### config.mk
export PLATFORM = sky130hd
export DESIGN_NAME = regs_wb_arbiter
export DESIGN_NICKNAME = d
export VERILOG_FILES = /design/src/rtl/regs_wb_arbiter.sv
export SDC_FILE = /design/constraint.sdc
export NUM_CORES = 1
export LEC_CHECK = 0
export CAP_MARGIN = 20
export CORE_ASPECT_RATIO = 0.6
export CORE_MARGIN = 1
export CORE_UTILIZATION = 41
export DETAILED_ROUTE_END_ITERATION = 10
export GPL_TIMING_DRIVEN = 0
export MAX_ROUTING_LAYER = met4
export PLACE_DENSITY_LB_ADDON = 0.25
export SETUP_SLACK_MARGIN = 0.2
export SLEW_MARGIN = 20
export SYNTH_ARGS = -nofsm -noshare
export SYNTH_HDL_FRONTEND = slang
export SYNTH_SLANG_ARGS = --single-unit
### constraint.sdc
create_clock -name clk -period 2.2 [get_ports clk]
set_clock_uncertainty 0.2 [all_clocks]
set_input_delay 0.22 -clock clk [delete_from_list [all_inputs] [get_ports clk]]
set_output_delay 0.22 -clock clk [all_outputs]
set_load 0.01 [all_outputs]
### src/rtl/regs_wb_arbiter.sv
// Register-file write-port arbiter: pipeline write-back (port A) has priority,
// multi-cycle unit results (port B) wait in a small FIFO and age toward a stall request.
module regs_wb_arbiter #(
    parameter int DEPTH    = 2,
    parameter int MAX_WAIT = 4
) (
    input  logic        clk,
    input  logic        reset_n,
    input  logic        wb_valid,
    input  logic [4:0]  wb_rd,
    input  logic [31:0] wb_data,
    input  logic        mcu_valid,
    output logic        mcu_ready,
    input  logic [4:0]  mcu_rd,
    input  logic [31:0] mcu_data,
    output logic        rf_we,
    output logic [4:0]  rf_rd,
    output logic [31:0] rf_data,
    output logic        stall_req,
    output logic [31:0] pend_mask
);

    localparam int CNT_W = $clog2(DEPTH + 1);
    localparam int PTR_W = (DEPTH > 1) ? $clog2(DEPTH) : 1;
    localparam int AGE_W = $clog2(MAX_WAIT + 1);

    logic [4:0]       r_rd_q   [DEPTH];
    logic [31:0]      r_data_q [DEPTH];
    logic [DEPTH-1:0] r_vld;
    logic [PTR_W-1:0] r_wr_ptr;
    logic [PTR_W-1:0] r_rd_ptr;
    logic [CNT_W-1:0] r_count;
    logic [AGE_W-1:0] r_age;
    logic             r_stall;

    logic             w_full;
    logic             w_empty;
    logic             w_a_write;
    logic             w_push;
    logic             w_pop;
    logic [AGE_W-1:0] w_age_next;
    logic [31:0]      w_pend;

    function automatic logic [PTR_W-1:0] ptr_inc(input logic [PTR_W-1:0] p);
        return (p == PTR_W'(DEPTH - 1)) ? '0 : p + PTR_W'(1);
    endfunction

    assign w_full    = (r_count == CNT_W'(DEPTH));
    assign w_empty   = (r_count == '0);
    assign w_a_write = wb_valid && (wb_rd != 5'd0);
    // Results for r0 are acknowledged but never occupy a FIFO slot.
    assign w_push    = mcu_valid && !w_full && (mcu_rd != 5'd0);
    assign w_pop     = !w_a_write && !w_empty;

    always_comb begin
        w_age_next = '0;
        if (w_pop || w_empty) begin
            w_age_next = '0;
        end else if (r_age == AGE_W'(MAX_WAIT)) begin
            w_age_next = r_age;
        end else begin
            w_age_next = r_age + AGE_W'(1);
        end
    end

    always_ff @(posedge clk or negedge reset_n) begin
        if (!reset_n) begin
            r_vld    <= '0;
            r_wr_ptr <= '0;
            r_rd_ptr <= '0;
            r_count  <= '0;
            r_age    <= '0;
            r_stall  <= 1'b0;
        end else begin
            if (w_push) begin
                r_vld[r_wr_ptr] <= 1'b1;
                r_wr_ptr        <= ptr_inc(r_wr_ptr);
            end
            if (w_pop) begin
                r_vld[r_rd_ptr] <= 1'b0;
                r_rd_ptr        <= ptr_inc(r_rd_ptr);
            end
            case ({w_push, w_pop})
                2'b10:   r_count <= r_count + CNT_W'(1);
                2'b01:   r_count <= r_count - CNT_W'(1);
                default: r_count <= r_count;
            endcase
            r_age   <= w_age_next;
            r_stall <= (w_age_next == AGE_W'(MAX_WAIT));
        end
    end

    // Payload storage carries no reset; occupancy is tracked by r_vld.
    always_ff @(posedge clk) begin
        if (w_push) begin
            r_rd_q[r_wr_ptr]   <= mcu_rd;
            r_data_q[r_wr_ptr] <= mcu_data;
        end
    end

    always_comb begin
        w_pend = '0;
        for (int i = 0; i < DEPTH; i++) begin
            if (r_vld[i]) begin
                w_pend[r_rd_q[i]] = 1'b1;
            end
        end
    end

    always_comb begin
        rf_we   = 1'b0;
        rf_rd   = 5'd0;
        rf_data = 32'd0;
        if (reset_n) begin
            if (w_a_write) begin
                rf_we   = 1'b1;
                rf_rd   = wb_rd;
                rf_data = wb_data;
            end else if (!w_empty) begin
                rf_we   = 1'b1;
                rf_rd   = r_rd_q[r_rd_ptr];
                rf_data = r_data_q[r_rd_ptr];
            end
        end
    end

    assign mcu_ready = reset_n && !w_full;
    assign stall_req = r_stall;
    assign pend_mask = w_pend;

endmodule
---- Word level (Yosys, flattened, before mapping) ----
Memories as Yosys holds them, arrays and structs flattened.
Cells that the tools add are included.
cells by class
  $add $sub $neg .......................... 5
  multiply operators ...................... 0
  divide/modulo/power cells ............... 0
  order comparisons ....................... 8
  equality and inequality tests ........... 5
  shift-type cells ........................ 0
  mux-type cells .......................... 28
  bitwise logic cells ..................... 4
  reduce and logical (&&, ||, !) cells .... 17
operators by type and width
  operator               number
  $mux W32               5
  $or A32 B32 Y32        1
  $mux W5                3
  $lt A5 B6 Y1 const B   2
  $mux W1                11
  $demux W1 S5           2
  $ge A5 B1 Y1 const B   2
  $reduce_bool A5 Y1     2
  $logic_and A1 B1 Y1    9
  $eq A3 B3 Y1 const B   2
  $mux W3                2
  $eq A2 B2 Y1 const B   2
  $lt A1 B2 Y1 const B   2
  $mux W2                2
  $pmux W2 S2            1
  $add A3 B1 Y3 const B  1
  $logic_not A1 Y1       3
  $add A1 B1 Y1 const B  2
  $add A2 B1 Y2 const B  1
  $and A2 B2 Y2          1
  $demux W1 S1           2
  $eq A2 B1 Y1 const B   1
  $ge A1 B1 Y1 const B   2
  $logic_not A2 Y1       1
  other kinds (5)        5
storage, ports and cells
  bits in registers ....................... 10
  bits in latches ......................... 0
  RAM bits ................................ 74
  ROM bits ................................ 0
  input port bits ......................... 78
  output and inout bits ................... 72
  word-level logic and storage cells ...... 75
  memories kept ........................... 2
memories
  name      depth  width  read ports  clocked after Yosys merged registers in  write ports  RTL line  source
  r_data_q  2      32     1           0                                        1            28        logic [31:0] r_data_q [DEPTH];
  r_rd_q    2      5      3           0                                        1            27        logic [4:0] r_rd_q [DEPTH];

---- Longest topological paths before layout ----
  depth after elaboration ................. 8
  depth in mapped cells ................... 7
  mapped depth without buffers ............ 6

---- Least setup slack after synthesis ----
No wires, ideal clock.
  path type ............................... reg2reg
  start ................................... register r_count[0]
  end ..................................... memory r_data_q[0][0], enable pin
  library setup time ...................... 0.398 ns
  data arrival time ....................... 1.607 ns
  required time ........................... 1.602 ns
  setup slack ............................. -0.005 ns
  cell stages (with the launch flop) ...... 4
  buffers on the path ..................... 1
  clock period less this slack ............ 2.205 ns
  path through ............................ dfrtp_1 buf_2 nand2b_1 o2111a_1
between the ends
  longest elaborated chain between the ends .. 6
ends and longest elaborated chain
  what                               RTL line  source
  start, declared                    32        logic [CNT_W-1:0] r_count;
  start signal, assigned             84        2'b10: r_count <= r_count + CNT_W'(1);
  start signal, assigned             85        2'b01: r_count <= r_count - CNT_W'(1);
  start signal, assigned             86        default: r_count <= r_count;
  $eq A2 B2 Y1                       48        assign w_full = (r_count == CNT_W'(DEPTH));
  $logic_not A1 Y1                   52        assign w_push = mcu_valid && !w_full && (mcu_rd != 5'd0);
  $logic_and A1 B1 Y1 (2 in series)  52
  $mux W1                            95        if (w_push) begin
  $mux W1 (not written as such)      97        r_data_q[r_wr_ptr] <= mcu_data;
  end, declared                      28
Every way passes these cells.

==> reports/metrics.csv <==
stage,metric,value,unit
status,status,finished with violations,
status,failing checks,negative setup slack,
die,Starting Density,42.96,%
sta,Final Setup Violations,19,
global_routing,first-pass GRT wire length,20.80,mm
critical_path,Startpoint Class,register,
critical_path,Setup CP Type,register to primary output,
global_routing,vias in the first global route,3871,
place,GP Congestion,0.8814,
critical_path,crit path cell chain,buf_4 -> or3b_4 -> clkbuf_16 -> o22ai_2 -> buf_2,
cells_and_area,Multi-input gate area,0.002163,mm^2
power,net switching power,0.002650,W
power,internal power,0.005328,W
synth,"Top FF cell, synth",edfxtp_1,
synth,async set-reset flop share out of synthesis,11.90,%
place,Post-DP HPWL,8.581,mm
sta,relative max-transition margin,57.92,%
synth,Mapped Area,0.004319,mm^2
critical_path,arrival time worst endpoint,1.93,ns
global_routing,GRT Util Overall,26.32,%
die,row count,28,
place,I/O Buffers,149,
synth,register area share after synthesis,57.24,%
die,core area,0.01005,mm^2
sta,setup tns final,-1.308,ns
sta,final worst path period share,106.8,%
cts,CTS tree,built,
cts,H-tree levels,3,
power,Leakage,3.092,nW
cells_and_area,fillers,629,
cts,Root Buffer Master,clkbuf_16,
power,Clk network pwr share,23.1,%
cells_and_area,Synth-to-Final Area Change,73.03,%
min_path,Hold Startpoint,mcu_rd[4],
cts,# clock sinks,84,
place,dpl cell area,0.006001,mm^2
die,Ports,150,
drt,initial DRC count,407,
critical_path,nature of the critical path endpoint,primary output,
cells_and_area,Final #Nets,671,
cells_and_area,Final Cell Area,0.007473,mm^2
critical_path,Critical Path RT,1.78,ns
cells_and_area,antenna cells,0,
die,die area,0.01096,mm^2
critical_path,Worst Setup SP,r_rd_q[0][0],
power,Net Sw Frac,33.22,%
sta,Worst-Margin Slew,0.6291,ns
die,die height,81.50,um
sta,min cycle time layout,2.350,ns
cts,CTS buffer count,9,
critical_path,CP max FO,8,
global_routing,antenna violations before repair,0,
cts,Max Root-Sink Buffers,2,
drt,Wirelength per Cell,22.36,um
place,pre-CTS setup slack,-1.193,ns
critical_path,Worst Path Buf+Inv,3,
sta,RSZ-0062 raised after global routing,true,
global_routing,total gr overflow,0,
synth,"EDFF count, synth",74,
synth,#FFs+latches synth,84,
job,Max-Cap Viols,0,
sta,min setup slack post-route,-0.1496,ns
power,Seq pwr share,29.8,%
critical_path,RR Startpoint,r_count[0],
sta,Final Hold Viols,0,
drt,DR pass1 iterations,4,
global_routing,largest net degree at the start of global routing,25,
min_path,Min-Delay Path Class,input pin to register,
cells_and_area,share of cells above drive strength 1,49.33,%
cells_and_area,"most common cell after layout, fill and taps aside",edfxtp_1,
drt,Routed Antenna Nets,0,
power,Logic pwr share,47.1,%
die,DIE WIDTH,134.5,um
cells_and_area,most frequent cells in the layout,"edfxtp_1, clkdlybuf4s50_1, buf_2",
critical_path,slowest CP cell,edfxtp_1,
synth,Yosys warnings,0,
cts,Worst-Skew Late Latency,0.34,ns
critical_path,"CP delay by family, top",buffers and inverters,
sta,Hold Worst Slack,0.07219,ns
synth,Mean Syn Cell Area,12.24,um^2
critical_path,delay of the slowest critical-path stage,0.48,ns
synth,Synth Instances,353,
synth,Synth Net Count,434,
cells_and_area,Reg area,0.002474,mm^2
drt,DRC,0,
drt,via count,4227,
sta,Final Max Tran Viols,0,
power,Max IR drop VDD,0.5296,mV
cts,clk slew on worst S/H paths,0.07,ns
sta,highest clock rate,425.6,MHz
drt,Vias per Instance,5.798,
synth,"Distinct cells, synth",42,
power,pwr/cell area,1068,mW/mm^2
drt,WL final,16.30,mm
-- flip-flops by register name, summed over array words and instances (netlist names) --
name	flops
r_data_q	64
r_rd_q	10
r_age	3
r_count	2
r_vld	2
r_rd_ptr	1
r_wr_ptr	1
stall_req	1
-- cell usage after synthesis, drive strengths merged (2+ instances only) --
cell | instances | area, um^2
edfxtp | 74 | 2222
nand2 | 68 | 255.2
mux2i | 35 | 350.3
mux2 | 34 | 382.9
o22ai | 32 | 200.2
clkbuf | 13 | 48.80
buf | 11 | 61.31
nand3b | 11 | 82.58
dfrtp | 10 | 250.2
nand3 | 7 | 35.03
and3 | 5 | 31.28
inv | 5 | 18.77
nor2 | 5 | 18.77
or3b | 5 | 43.79
o31ai | 4 | 30.03
or3 | 4 | 30.03
ha | 3 | 37.54
xnor2 | 3 | 26.28
a31o | 2 | 17.52
nand2b | 2 | 12.51
xor2 | 2 | 17.52
-- per-stage QoR --
stage | cells | power, W | util, %
floorplan | 353 | 0.003738 | -
global placement | 637 | 0.004638 | 59.48
detailed placement | 638 | 0.004718 | 59.68
CTS | 704 | 0.007088 | 69.11
global route | 729 | 0.008262 | 74.33
finish | 729 | 0.007978 | 74.33
-- power groups by stage --
stage	combinational, W	clock (W)	sequential, W
after global placement	0.00229	0	0.00235
final	0.00376	0.00184	0.00238
after floorplan	0.00142	0	0.00232
after global routing	0.00393	0.00193	0.00240
after CTS	0.00290	0.00185	0.00234
after detailed placement	0.00236	0	0.00236
-- area by class of cell --
cell class | count | share of cell area [%]
Clock buffer | 9 | 3.014
Inverter | 5 | 0.2511
Clock inverter | 6 | 1.842
Tap cell | 135 | 2.260
Buffer | 24 | 3.834
Timing Repair Buffer | 225 | 26.75
Multi-Input combinational cell | 241 | 28.95
Sequential cell | 84 | 33.10
-- worst reg2reg max path, cell delays in order (launching register included) --
cell and delay, ns:
dfrtp_1 0.36, buf_6 0.13, buf_6 0.11, nor2_4 0.05
o41ai_4 0.33, buf_4 0.19, buf_6 0.12, ha_4 0.16
xnor2_4 0.13, nor2_4 0.05, xor2_1 0.16
-- path summary, 6_finish.rpt --
kind,to,slack (ns),cells past startpoint
max,pend_mask[16],-0.15,5
min,r_rd_q[1][4],0.07,1
max reg2reg,r_count[1],0.10,10
min reg2reg,r_wr_ptr,0.31,1
max in group asynchronous,r_count[1],1.09,2
min in group asynchronous,r_vld[1],0.26,2
-- layer usage --
| metal | vias to the layer above | part of all wire [%] | global-route usage, % |
|---|---|---|---|
| li1 | 1818 | - | - |
| met3 | 96 | 8.5 | 6.358 |
| met1 | 2027 | 42 | 35.14 |
| met2 | 286 | 45 | 40.05 |
| met4 | 0 | 4.2 | 7.865 |
| met5 | - | 0 | - |
-- repair_timing --
action	in CTS	in global routing
endpoints found under the setup margin	135	74
gates resized for setup	406	92
hold endpoints to repair	10	2
setup buffers	46	22
hold buffers	1	1
cloned	4	2
pin swaps	32	30
-- cell families (layout without fill, tap and decap cells) --
kind of cell             Yosys count  in the layout  synth area share [%]
XOR/XNOR                           5              5                 1.014
AO/OA/AOI/OAI                     52             53                 8.546
multiplexers                      69             69                 16.98
flip-flops                        84             84                 57.24
buffers and inverters             29            269                 2.984
AND/OR/NAND/NOR                  111            111                 12.37
adder cells (fa/ha/maj)            3              3                0.8692
No activity file was read; power rests on OpenSTA's default activity.
